<file path="config.mk">
export PLATFORM = sky130hd
export DESIGN_NAME = eqv_mismatch_monitor_flat
export DESIGN_NICKNAME = d
export VERILOG_FILES = /design/src/rtl/eqv_mismatch_monitor_if.sv /design/src/rtl/eqv_mismatch_monitor.sv /design/src/flat_wrapper.sv
export SDC_FILE = /design/constraint.sdc
export NUM_CORES = 1
export LEC_CHECK = 0
export CAP_MARGIN = 10
export CORE_AREA = 2 2 201 203
export CTS_CLUSTER_DIAMETER = 200
export DETAILED_ROUTE_END_ITERATION = 6
export DIE_AREA = 0 0 203 205
export GPL_TIMING_DRIVEN = 1
export SLEW_MARGIN = 20
export SYNTH_ARGS = -nofsm -noshare
export SYNTH_HDL_FRONTEND = slang
export SYNTH_SLANG_ARGS = --single-unit
</file>
<file path="constraint.sdc">
create_clock -name clk -period 3.7 [get_ports clk]
set_clock_uncertainty 0.05 [all_clocks]
set_input_delay 1.11 -clock clk [delete_from_list [all_inputs] [get_ports clk]]
set_output_delay 1.11 -clock clk [all_outputs]
set_load 0.01 [all_outputs]
</file>
<file path="src/rtl/eqv_mismatch_monitor_if.sv">
// eqv_mismatch_monitor_if: compared outputs, control pulses and mismatch status for eqv_mismatch_monitor
interface eqv_mismatch_monitor_if #(
  parameter int WIDTH = 91,
  parameter int CNT_W = 16
);
  logic [WIDTH-1:0] y_1;
  logic [WIDTH-1:0] y_2;
  logic arm;
  logic clear;
  logic [1:0] state;
  logic mismatch_now;
  logic mismatch_any;
  logic [CNT_W-1:0] mismatch_cnt;
  logic [CNT_W-1:0] cycle_cnt;
  logic [CNT_W-1:0] first_cycle;
  logic [WIDTH-1:0] first_diff;
  logic [WIDTH-1:0] first_y1;
  logic [WIDTH-1:0] first_y2;
  modport master (
    output y_1, y_2, arm, clear,
    input  state, mismatch_now, mismatch_any, mismatch_cnt, cycle_cnt,
           first_cycle, first_diff, first_y1, first_y2
  );
  modport slave (
    input  y_1, y_2, arm, clear,
    output state, mismatch_now, mismatch_any, mismatch_cnt, cycle_cnt,
           first_cycle, first_diff, first_y1, first_y2
  );
endinterface

</file>
<file path="src/rtl/eqv_mismatch_monitor.sv">
// eqv_mismatch_monitor: sticky, counting compare of paired equivalence outputs.
// Define EQV_FULL_CAPTURE_EN to also keep y_1/y_2 of the first mismatch.
module eqv_mismatch_monitor #(
  parameter int WIDTH  = 91,
  parameter int CNT_W  = 16,
  parameter int WARMUP = 4
) (
  input logic clk,
  input logic rst,
  eqv_mismatch_monitor_if.slave bus
);
  typedef enum logic [1:0] {IDLE, WARM, CHECK, TRIP} state_e;
  localparam logic [CNT_W-1:0] CMAX = {CNT_W{1'b1}};
  state_e state_q, state_d;
  logic [7:0] wcnt_q, wcnt_d;
  logic [WIDTH-1:0] y1_q, y2_q, diff_q;
  logic v_q, now_q, any_q, hit;
  logic [CNT_W-1:0] mcnt_q, ccnt_q, fcyc_q;
  assign hit = v_q & (y1_q != y2_q);
  always_comb begin
    state_d = state_q;
    wcnt_d  = wcnt_q;
    if (bus.clear) begin
      state_d = IDLE;
      wcnt_d  = '0;
    end else begin
      unique case (state_q)
        IDLE: if (bus.arm) begin
          state_d = (WARMUP == 0) ? CHECK : WARM;
          wcnt_d  = '0;
        end
        WARM: begin
          wcnt_d  = wcnt_q + 8'd1;
          state_d = (wcnt_q == 8'(WARMUP - 1)) ? CHECK : WARM;
        end
        CHECK: state_d = hit ? TRIP : CHECK;
        default: state_d = TRIP;
      endcase
    end
  end
  always_ff @(posedge clk) begin
    if (rst) begin
      state_q <= IDLE;
      wcnt_q  <= '0;
      y1_q    <= '0;
      y2_q    <= '0;
      v_q     <= 1'b0;
      now_q   <= 1'b0;
      any_q   <= 1'b0;
      mcnt_q  <= '0;
      ccnt_q  <= '0;
      fcyc_q  <= '0;
      diff_q  <= '0;
    end else begin
      state_q <= state_d;
      wcnt_q  <= wcnt_d;
      y1_q    <= bus.y_1;
      y2_q    <= bus.y_2;
      if (bus.clear) begin
        v_q    <= 1'b0;
        now_q  <= 1'b0;
        any_q  <= 1'b0;
        mcnt_q <= '0;
        ccnt_q <= '0;
        fcyc_q <= '0;
        diff_q <= '0;
      end else begin
        v_q   <= (state_q == CHECK) || (state_q == TRIP);
        now_q <= hit;
        any_q <= any_q | hit;
        if (v_q && ccnt_q != CMAX) ccnt_q <= ccnt_q + 1'b1;
        if (hit && mcnt_q != CMAX) mcnt_q <= mcnt_q + 1'b1;
        if (hit && !any_q) begin
          fcyc_q <= ccnt_q;
          diff_q <= y1_q ^ y2_q;
        end
      end
    end
  end
`ifdef EQV_FULL_CAPTURE_EN
  logic [WIDTH-1:0] fy1_q, fy2_q;
  always_ff @(posedge clk) begin
    if (rst || bus.clear) begin
      fy1_q <= '0;
      fy2_q <= '0;
    end else if (hit && !any_q) begin
      fy1_q <= y1_q;
      fy2_q <= y2_q;
    end
  end
  assign bus.first_y1 = fy1_q;
  assign bus.first_y2 = fy2_q;
`else
  assign bus.first_y1 = '0;
  assign bus.first_y2 = '0;
`endif
  assign bus.state        = state_q;
  assign bus.mismatch_now = now_q;
  assign bus.mismatch_any = any_q;
  assign bus.mismatch_cnt = mcnt_q;
  assign bus.cycle_cnt    = ccnt_q;
  assign bus.first_cycle  = fcyc_q;
  assign bus.first_diff   = diff_q;
endmodule

</file>
<file path="src/flat_wrapper.sv">
// flat-port wrapper written by rule: the top's interface ports become plain ports
module eqv_mismatch_monitor_flat 
#(
  parameter int WIDTH  = 91,
  parameter int CNT_W  = 16,
  parameter int WARMUP = 4
)
  (clk, rst, bus_y_1, bus_y_2, bus_arm, bus_clear, bus_state, bus_mismatch_now, bus_mismatch_any, bus_mismatch_cnt, bus_cycle_cnt, bus_first_cycle, bus_first_diff, bus_first_y1, bus_first_y2);
  eqv_mismatch_monitor_if #(.WIDTH(WIDTH), .CNT_W(CNT_W)) bus_i ();
  input logic clk;
  input logic rst;
  input wire logic [$bits(bus_i.y_1)-1:0] bus_y_1;
  input wire logic [$bits(bus_i.y_2)-1:0] bus_y_2;
  input wire logic [$bits(bus_i.arm)-1:0] bus_arm;
  input wire logic [$bits(bus_i.clear)-1:0] bus_clear;
  output wire logic [$bits(bus_i.state)-1:0] bus_state;
  output wire logic [$bits(bus_i.mismatch_now)-1:0] bus_mismatch_now;
  output wire logic [$bits(bus_i.mismatch_any)-1:0] bus_mismatch_any;
  output wire logic [$bits(bus_i.mismatch_cnt)-1:0] bus_mismatch_cnt;
  output wire logic [$bits(bus_i.cycle_cnt)-1:0] bus_cycle_cnt;
  output wire logic [$bits(bus_i.first_cycle)-1:0] bus_first_cycle;
  output wire logic [$bits(bus_i.first_diff)-1:0] bus_first_diff;
  output wire logic [$bits(bus_i.first_y1)-1:0] bus_first_y1;
  output wire logic [$bits(bus_i.first_y2)-1:0] bus_first_y2;
  assign bus_i.y_1 = bus_y_1;
  assign bus_i.y_2 = bus_y_2;
  assign bus_i.arm = bus_arm;
  assign bus_i.clear = bus_clear;
  assign bus_state = bus_i.state;
  assign bus_mismatch_now = bus_i.mismatch_now;
  assign bus_mismatch_any = bus_i.mismatch_any;
  assign bus_mismatch_cnt = bus_i.mismatch_cnt;
  assign bus_cycle_cnt = bus_i.cycle_cnt;
  assign bus_first_cycle = bus_i.first_cycle;
  assign bus_first_diff = bus_i.first_diff;
  assign bus_first_y1 = bus_i.first_y1;
  assign bus_first_y2 = bus_i.first_y2;
  eqv_mismatch_monitor #(.WIDTH(WIDTH), .CNT_W(CNT_W), .WARMUP(WARMUP)) u_core (.clk(clk), .rst(rst), .bus(bus_i));
endmodule
</file>
### Yosys cells after proc, flatten, opt, wreduce, memory -nomap -nowiden

Cells that the tools add are included.

| operators by class | value |
|---|---|
| add/sub/neg operators | 3 |
| bitwise operators | 3 |
| muxes and demuxes | 6 |
| eq/ne operators | 8 |
| shift-type cells | 0 |
| reduce and logical (&&, ||, !) cells | 9 |
| divide/modulo/power cells | 0 |
| magnitude comparators | 0 |
| multiply operators | 0 |

Operators by type and width:

| operator | number |
|---|---|
| 91-bit inequality test | 1 |
| 91-bit bitwise XOR | 1 |
| 16-bit by 1-bit adder with 16-bit output (second input constant) | 2 |
| 16-bit inequality test (second input constant) | 2 |
| 8-bit case mux with 2 select lines | 1 |
| 8-bit by 1-bit adder with 8-bit output (second input constant) | 1 |
| 8-bit by 2-bit equality test with 1-bit output (second input constant) | 1 |
| 8-bit two-way mux | 1 |
| 2-bit case mux with 3 select lines | 1 |
| 2-bit equality test (second input constant) | 2 |
| 2-bit two-way mux | 2 |
| 1-bit logical AND | 3 |
| 2-bit by 1-bit equality test with 1-bit output (second input constant) | 1 |
| 2-bit logical NOT | 1 |
| 2-bit inequality test (second input constant) | 1 |
| 2-bit AND reduction | 1 |
| 2-bit nonzero test | 1 |
| 2-bit OR reduction | 1 |
| 1-bit AND | 1 |
| 1-bit logical NOT | 1 |
| 1-bit logical OR | 1 |
| 1-bit two-way mux | 1 |
| 1-bit bitwise OR | 1 |

| storage, ports and cells | value |
|---|---|
| word-level logic and storage cells | 40 |
| input port bits | 186 |
| latch bits | 0 |
| output and inout port bits | 325 |
| memories | 0 |
| flip-flop bits (word level) | 334 |
| ROM bits | 0 |
| bits in writable memories | 0 |

### Logic depth before layout (Yosys ltp)

| depth | value |
|---|---|
| depth in word-level cells | 4 |
| depth in mapped cells | 9 |
| depth with buffers taken out | 8 |

### Worst setup path after synthesis

No wires, ideal clock.

| timing | value |
|---|---|
| path kind | input -> register |
| from | in rst |
| to | reg u_core.diff_q[0], in the netlist u_core.bus.first_diff[0] |
| path slack | 1.525 ns |
| required time | 3.564 ns |
| path buffers | 3 |
| arrival time | 2.039 ns |
| cell stages on the path | 5 |
| setup time | 0.086 ns |
| path through | or2_2 -> clkbuf_1 -> clkbuf_1 -> clkbuf_1 -> a211oi_1 |

| between the ends | value |
|---|---|
| cells in the longest elaborated chain, start to end | 1 |

Ends and longest elaborated chain:

| what | line | RTL |
|---|---|---|
| start: declaration | flat_wrapper.sv:11 | `input logic rst;` |
| 2-bit OR reduction (no source line) | - |  |
| end signal: assignment | eqv_mismatch_monitor.sv:75 | `diff_q <= y1_q ^ y2_q;` |
| end: declaration | eqv_mismatch_monitor.sv:16 | `logic [WIDTH-1:0] y1_q, y2_q, diff_q;` |

No other way between the ends.
A chain may end at the register's enable or synchronous reset.

### Worst setup path in the final report

| timing | value |
|---|---|
| from | reg u_core.y2_q[60] |
| to | reg u_core.mcnt_q[1], in the netlist u_core.bus.mismatch_cnt[1] |

| between the ends | value |
|---|---|
| cells in the longest elaborated chain, start to end | 3 |

Ends and longest elaborated chain:

| what | line | RTL |
|---|---|---|
| start: declaration | eqv_mismatch_monitor.sv:16 |  |
| start signal: assignment | eqv_mismatch_monitor.sv:58 | `y2_q <= bus.y_2;` |
| 91-bit inequality test | eqv_mismatch_monitor.sv:19 | `assign hit = v_q & (y1_q != y2_q);` |
| 1-bit AND | eqv_mismatch_monitor.sv:19 |  |
| 1-bit logical AND | eqv_mismatch_monitor.sv:72 | `if (hit && mcnt_q != CMAX) mcnt_q <= mcnt_q + 1'b1;` |
| end signal: assignment | eqv_mismatch_monitor.sv:72 |  |
| end: declaration | eqv_mismatch_monitor.sv:18 | `logic [CNT_W-1:0] mcnt_q, ccnt_q, fcyc_q;` |

No other way between the ends.

==> metrics.txt <==
# TYPE chip_impl_metric gauge
chip_impl_info{name="synth_top_cell_by_area",value="dfxtp_1"} 1
chip_impl_metric{name="drive_gt1_share",unit="%"} 4.24
chip_impl_metric{name="die_ar",unit="um2"} 41600
chip_impl_info{name="criticalPathCategory",value="reg2reg"} 1
chip_impl_info{name="layout_commonest_cell",value="dfxtp_1"} 1
chip_impl_metric{name="dieHeight",unit="um"} 205
chip_impl_metric{name="drv_slew",unit=""} 0
chip_impl_metric{name="placement.cell_area",unit="um2"} 15900
chip_impl_metric{name="yosys_register_bits",unit=""} 334
chip_impl_metric{name="detailroute.via_count",unit=""} 9252
chip_impl_metric{name="grt_pass1_wl",unit="um"} 50400
chip_impl_metric{name="track_usage",unit="%"} 16.1
chip_impl_metric{name="synth_top_cell_area_share",unit="%"} 51.9
chip_impl_metric{name="ctsResizeCount",unit=""} 0
chip_impl_metric{name="fmaxAchievable",unit="MHz"} 340
chip_impl_metric{name="crit_arrival",unit="ps"} 3290
chip_impl_metric{name="finalNonFillerCells",unit=""} 2176
chip_impl_metric{name="finalWorstSetupSlack",unit="ps"} 762
chip_impl_metric{name="numPortBuffers",unit=""} 328
chip_impl_metric{name="clk-insertion-delay-late",unit="ps"} 540
chip_impl_metric{name="areaGrowthSynthToFinish",unit="%"} 33.2
chip_impl_metric{name="whs",unit="ps"} 405
chip_impl_info{name="reg2reg_from",value="u_core.y2_q[60]$_SDFF_PP0_"} 1
chip_impl_metric{name="worst_ep_required_time",unit="ps"} 4060
chip_impl_metric{name="die_x",unit="um"} 203
chip_impl_info{name="crit_path_start_kind",value="flip-flop"} 1
chip_impl_metric{name="summed_negative_setup_slack_over_all_endpoints",unit="ps"} 0
chip_impl_metric{name="clock_transition_at_the_registers_of_the_reported_paths",unit="ps"} 60
chip_impl_metric{name="grt_max_degree",unit=""} 123
chip_impl_metric{name="cts_sinks",unit=""} 334
chip_impl_metric{name="wirelength",unit="um"} 34800
chip_impl_metric{name="wire_per_inst",unit="um"} 16.0
chip_impl_metric{name="finalWeightedCongestion",unit=""} 0.804
chip_impl_metric{name="synth_sequential_area_ratio",unit="%"} 51.9
chip_impl_metric{name="vdd.ir_drop.worst",unit="mV"} 0.252
chip_impl_metric{name="start_util",unit="%"} 32.7
chip_impl_metric{name="max_root_sink_buffers",unit=""} 3
chip_impl_metric{name="fin_crit_sh",unit="%"} 79.4
chip_impl_metric{name="total_leakage_power",unit="nW"} 6.15
chip_impl_metric{name="dr.first_iter.drc_count",unit=""} 306
chip_impl_metric{name="synthesized_area",unit="um2"} 12900
chip_impl_metric{name="drc",unit=""} 0
chip_impl_metric{name="grt_overflow",unit=""} 0
chip_impl_metric{name="top_level_ports",unit=""} 511
chip_impl_metric{name="finalHoldViolCount",unit=""} 0
chip_impl_metric{name="maxCapViolCount",unit=""} 0
chip_impl_metric{name="final.min_clock_period",unit="ps"} 2940
chip_impl_metric{name="h_tree_depth",unit=""} 2
chip_impl_metric{name="antenna-diode-count",unit=""} 0
chip_impl_metric{name="core_area",unit="um2"} 39400
chip_impl_info{name="critical_path.slowest_cell",value="o211ai_2"} 1
chip_impl_metric{name="cellPowerDensity",unit="nW/um2"} 468
chip_impl_info{name="cts_root_buffer",value="clkbuf_16"} 1
chip_impl_metric{name="crit_fanout",unit=""} 18
chip_impl_metric{name="detail_route.first_pass.iterations",unit=""} 4
chip_impl_metric{name="dp_worst_setup_slack",unit="ps"} 590
chip_impl_metric{name="postCtsSetupRepairBufs",unit=""} 0
chip_impl_metric{name="antenna_found_initial",unit=""} 1
chip_impl_metric{name="maxSlewHeadroom",unit="%"} 37.8
chip_impl_metric{name="grt_pass1_vias",unit=""} 8573
chip_impl_metric{name="postSynthCellCount",unit=""} 1312
chip_impl_info{name="netlist_top_cells_area",value="dfxtp_1 52%, buf_4 11%, nor2b_1 8.9%"} 1
chip_impl_metric{name="dpl.cell_count",unit=""} 2108
chip_impl_info{name="crit_chain",value="xnor2_1 -> nand4_1 -> nor4_2 -> nand4_1 -> o211ai_2 -> mux2i_1 -> nor2_1"} 1
chip_impl_metric{name="cts.hold.buffers_added",unit=""} 0
chip_impl_info{name="tritoncts",value="done"} 1
chip_impl_metric{name="worst_r2r_path_depth",unit=""} 7
chip_impl_metric{name="dp.final_hpwl",unit="um"} 26200
chip_impl_info{name="min-delay-start",value="u_core.bus.first_cycle[11]$_SDFFE_PP0P_"} 1
chip_impl_info{name="crit_family",value="simple AND/OR/NAND/NOR gates"} 1
chip_impl_metric{name="timing.hold.worst_path_depth",unit=""} 2
chip_impl_metric{name="slowest_delay",unit="ps"} 640
chip_impl_metric{name="finish.instance_area",unit="um2"} 17200
chip_impl_metric{name="netlist-cell-type-count",unit=""} 40
chip_impl_info{name="reg2reg_to",value="u_core.bus.mismatch_cnt[1]$_SDFFE_PP0P_"} 1
chip_impl_metric{name="synthesis.area_per_instance",unit="um2"} 9.82
chip_impl_info{name="worst_setup_path_end_kind",value="flip-flop"} 1
chip_impl_metric{name="drtAntennaViolNets",unit=""} 0
chip_impl_info{name="status",value="finished, final reports clean"} 1
chip_impl_metric{name="setup_viol",unit=""} 0
chip_impl_metric{name="yosys_warnings",unit=""} 0
chip_impl_metric{name="detail_route.vias_per_cell",unit=""} 4.25
chip_impl_info{name="worst_hold_path_type",value="reg2reg"} 1
chip_impl_metric{name="final_net_count",unit=""} 1812
chip_impl_metric{name="critical_path_buf_inv_count",unit=""} 0
chip_impl_metric{name="regToRegSetupSlack",unit="ps"} 760
chip_impl_info{name="path_common_cell",value="nand4_1"} 1
chip_impl_metric{name="cts_made_buffers",unit=""} 38
chip_impl_metric{name="timing_worst_slew_pin_value",unit="ps"} 932
chip_impl_info{name="mostFrequentLayoutCells",value="334 x dfxtp_1, 327 x clkdlybuf4s50_1, 184 x nor2b_1"} 1
chip_impl_metric{name="row_count",unit=""} 73
chip_impl_info{name="worstHoldEndpoint",value="u_core.bus.first_cycle[11]$_SDFFE_PP0P_"} 1
chip_impl_info{name="grt_setup_unrepaired",value="no"} 1
## area by class of cell
cell class	count	area [um2]
clock buffer	62	1160
timing repair buffer	336	3380
fill	3836	22200
clock inverter	6	55.1
inverter	4	15.0
multi-input combinational	909	5200
tap	525	657
sequential	334	6690
## worst min-delay path: cells and delay by family, from the launching register on
family / cells / cell delay, ps
AOI/OAI and AO/OA: 1 / 60
DFF: 1 / 300
and+or+nand+nor: 1 / 50
## kinds of logic after synthesis
family          after synthesis  synth area share (%)
simple gates                459                  18.9
buf+inv                     250                  13.1
compound gates              154                  8.18
xor+xnor                    107                  7.27
mux                           4                 0.311
flops                       334                  51.9
fa+ha+maj                     3                 0.291
other cells                   1                0.0291
## worst max-delay path by stage
stage                                          start                                 endpoint  depth (start not counted)
final                     u_core.y2_q[60]$_SDFF_PP0_  u_core.bus.mismatch_cnt[1]$_SDFFE_PP0P_                          7
after global routing      u_core.y2_q[11]$_SDFF_PP0_  u_core.bus.mismatch_cnt[8]$_SDFFE_PP0P_                          7
after CTS                 u_core.y2_q[11]$_SDFF_PP0_  u_core.bus.mismatch_cnt[1]$_SDFFE_PP0P_                          7
after detailed placement  u_core.y2_q[11]$_SDFF_PP0_  u_core.bus.mismatch_cnt[1]$_SDFFE_PP0P_                          7
after global placement    u_core.y2_q[11]$_SDFF_PP0_  u_core.bus.mismatch_cnt[1]$_SDFFE_PP0P_                          7
after floorplan                                  rst    u_core.bus.first_diff[0]$_SDFFE_PP0P_                          5
## cell usage after synthesis (all sizes together)
cell,instances
mux2i,4
o211ai,3
a211oi,93
buf,202
nor2,127
o21ai,29
nor2b,184
or2,1
o211a,1
o31ai,2
o21a,4
ha,3
a31oi,1
o31a,1
conb,1
a21oi,20
nor4b,2
and4,3
xnor2,96
and3,6
nand4,32
or3,11
or4,2
dfxtp,334
nor4,6
nand3,42
nor3b,1
clkbuf,44
xor2,11
nor3,5
nand2,37
inv,4
## where the power goes
part	internal, mW	switching (mW)	leakage (nW)
clock network	2.22	1.45	0.600
registers	3.71	0.0443	2.74
logic	0.307	0.314	2.81
total	6.23	1.81	6.15
## routing by layer
| layer | vias to the layer above | global-route usage, % | part of all wire [%] |
|---|---|---|---|
| met5 | - | 0 | 0.032 |
| li1 | 4601 | - | - |
| met4 | 2 | 5.03 | 2.0 |
| met1 | 4239 | 18.2 | 39 |
| met3 | 49 | 5.00 | 7.9 |
| met2 | 361 | 28.8 | 51 |
## stage by stage
step | total power, mW | utilization, %
2_1_floorplan | 4.29 | -
6_report | 8.03 | 43.6
3_5_place_dp | 4.46 | 40.5
5_1_grt | 8.37 | 43.6
4_1_cts | 8.16 | 43.6
3_3_place_gp | 4.45 | 40.5
## state kept, by name, indices dropped and copies added, names as in the netlist
signal,flops
u_core.bus.state,2
u_core.wcnt_q,8
u_core.bus.cycle_cnt,16
u_core.bus.first_diff,91
u_core.v_q,1
u_core.bus.mismatch_now,1
u_core.bus.first_cycle,16
u_core.bus.mismatch_cnt,16
u_core.y1_q,91
u_core.y2_q,91
u_core.bus.mismatch_any,1
(Power assumes the default switching activity.)
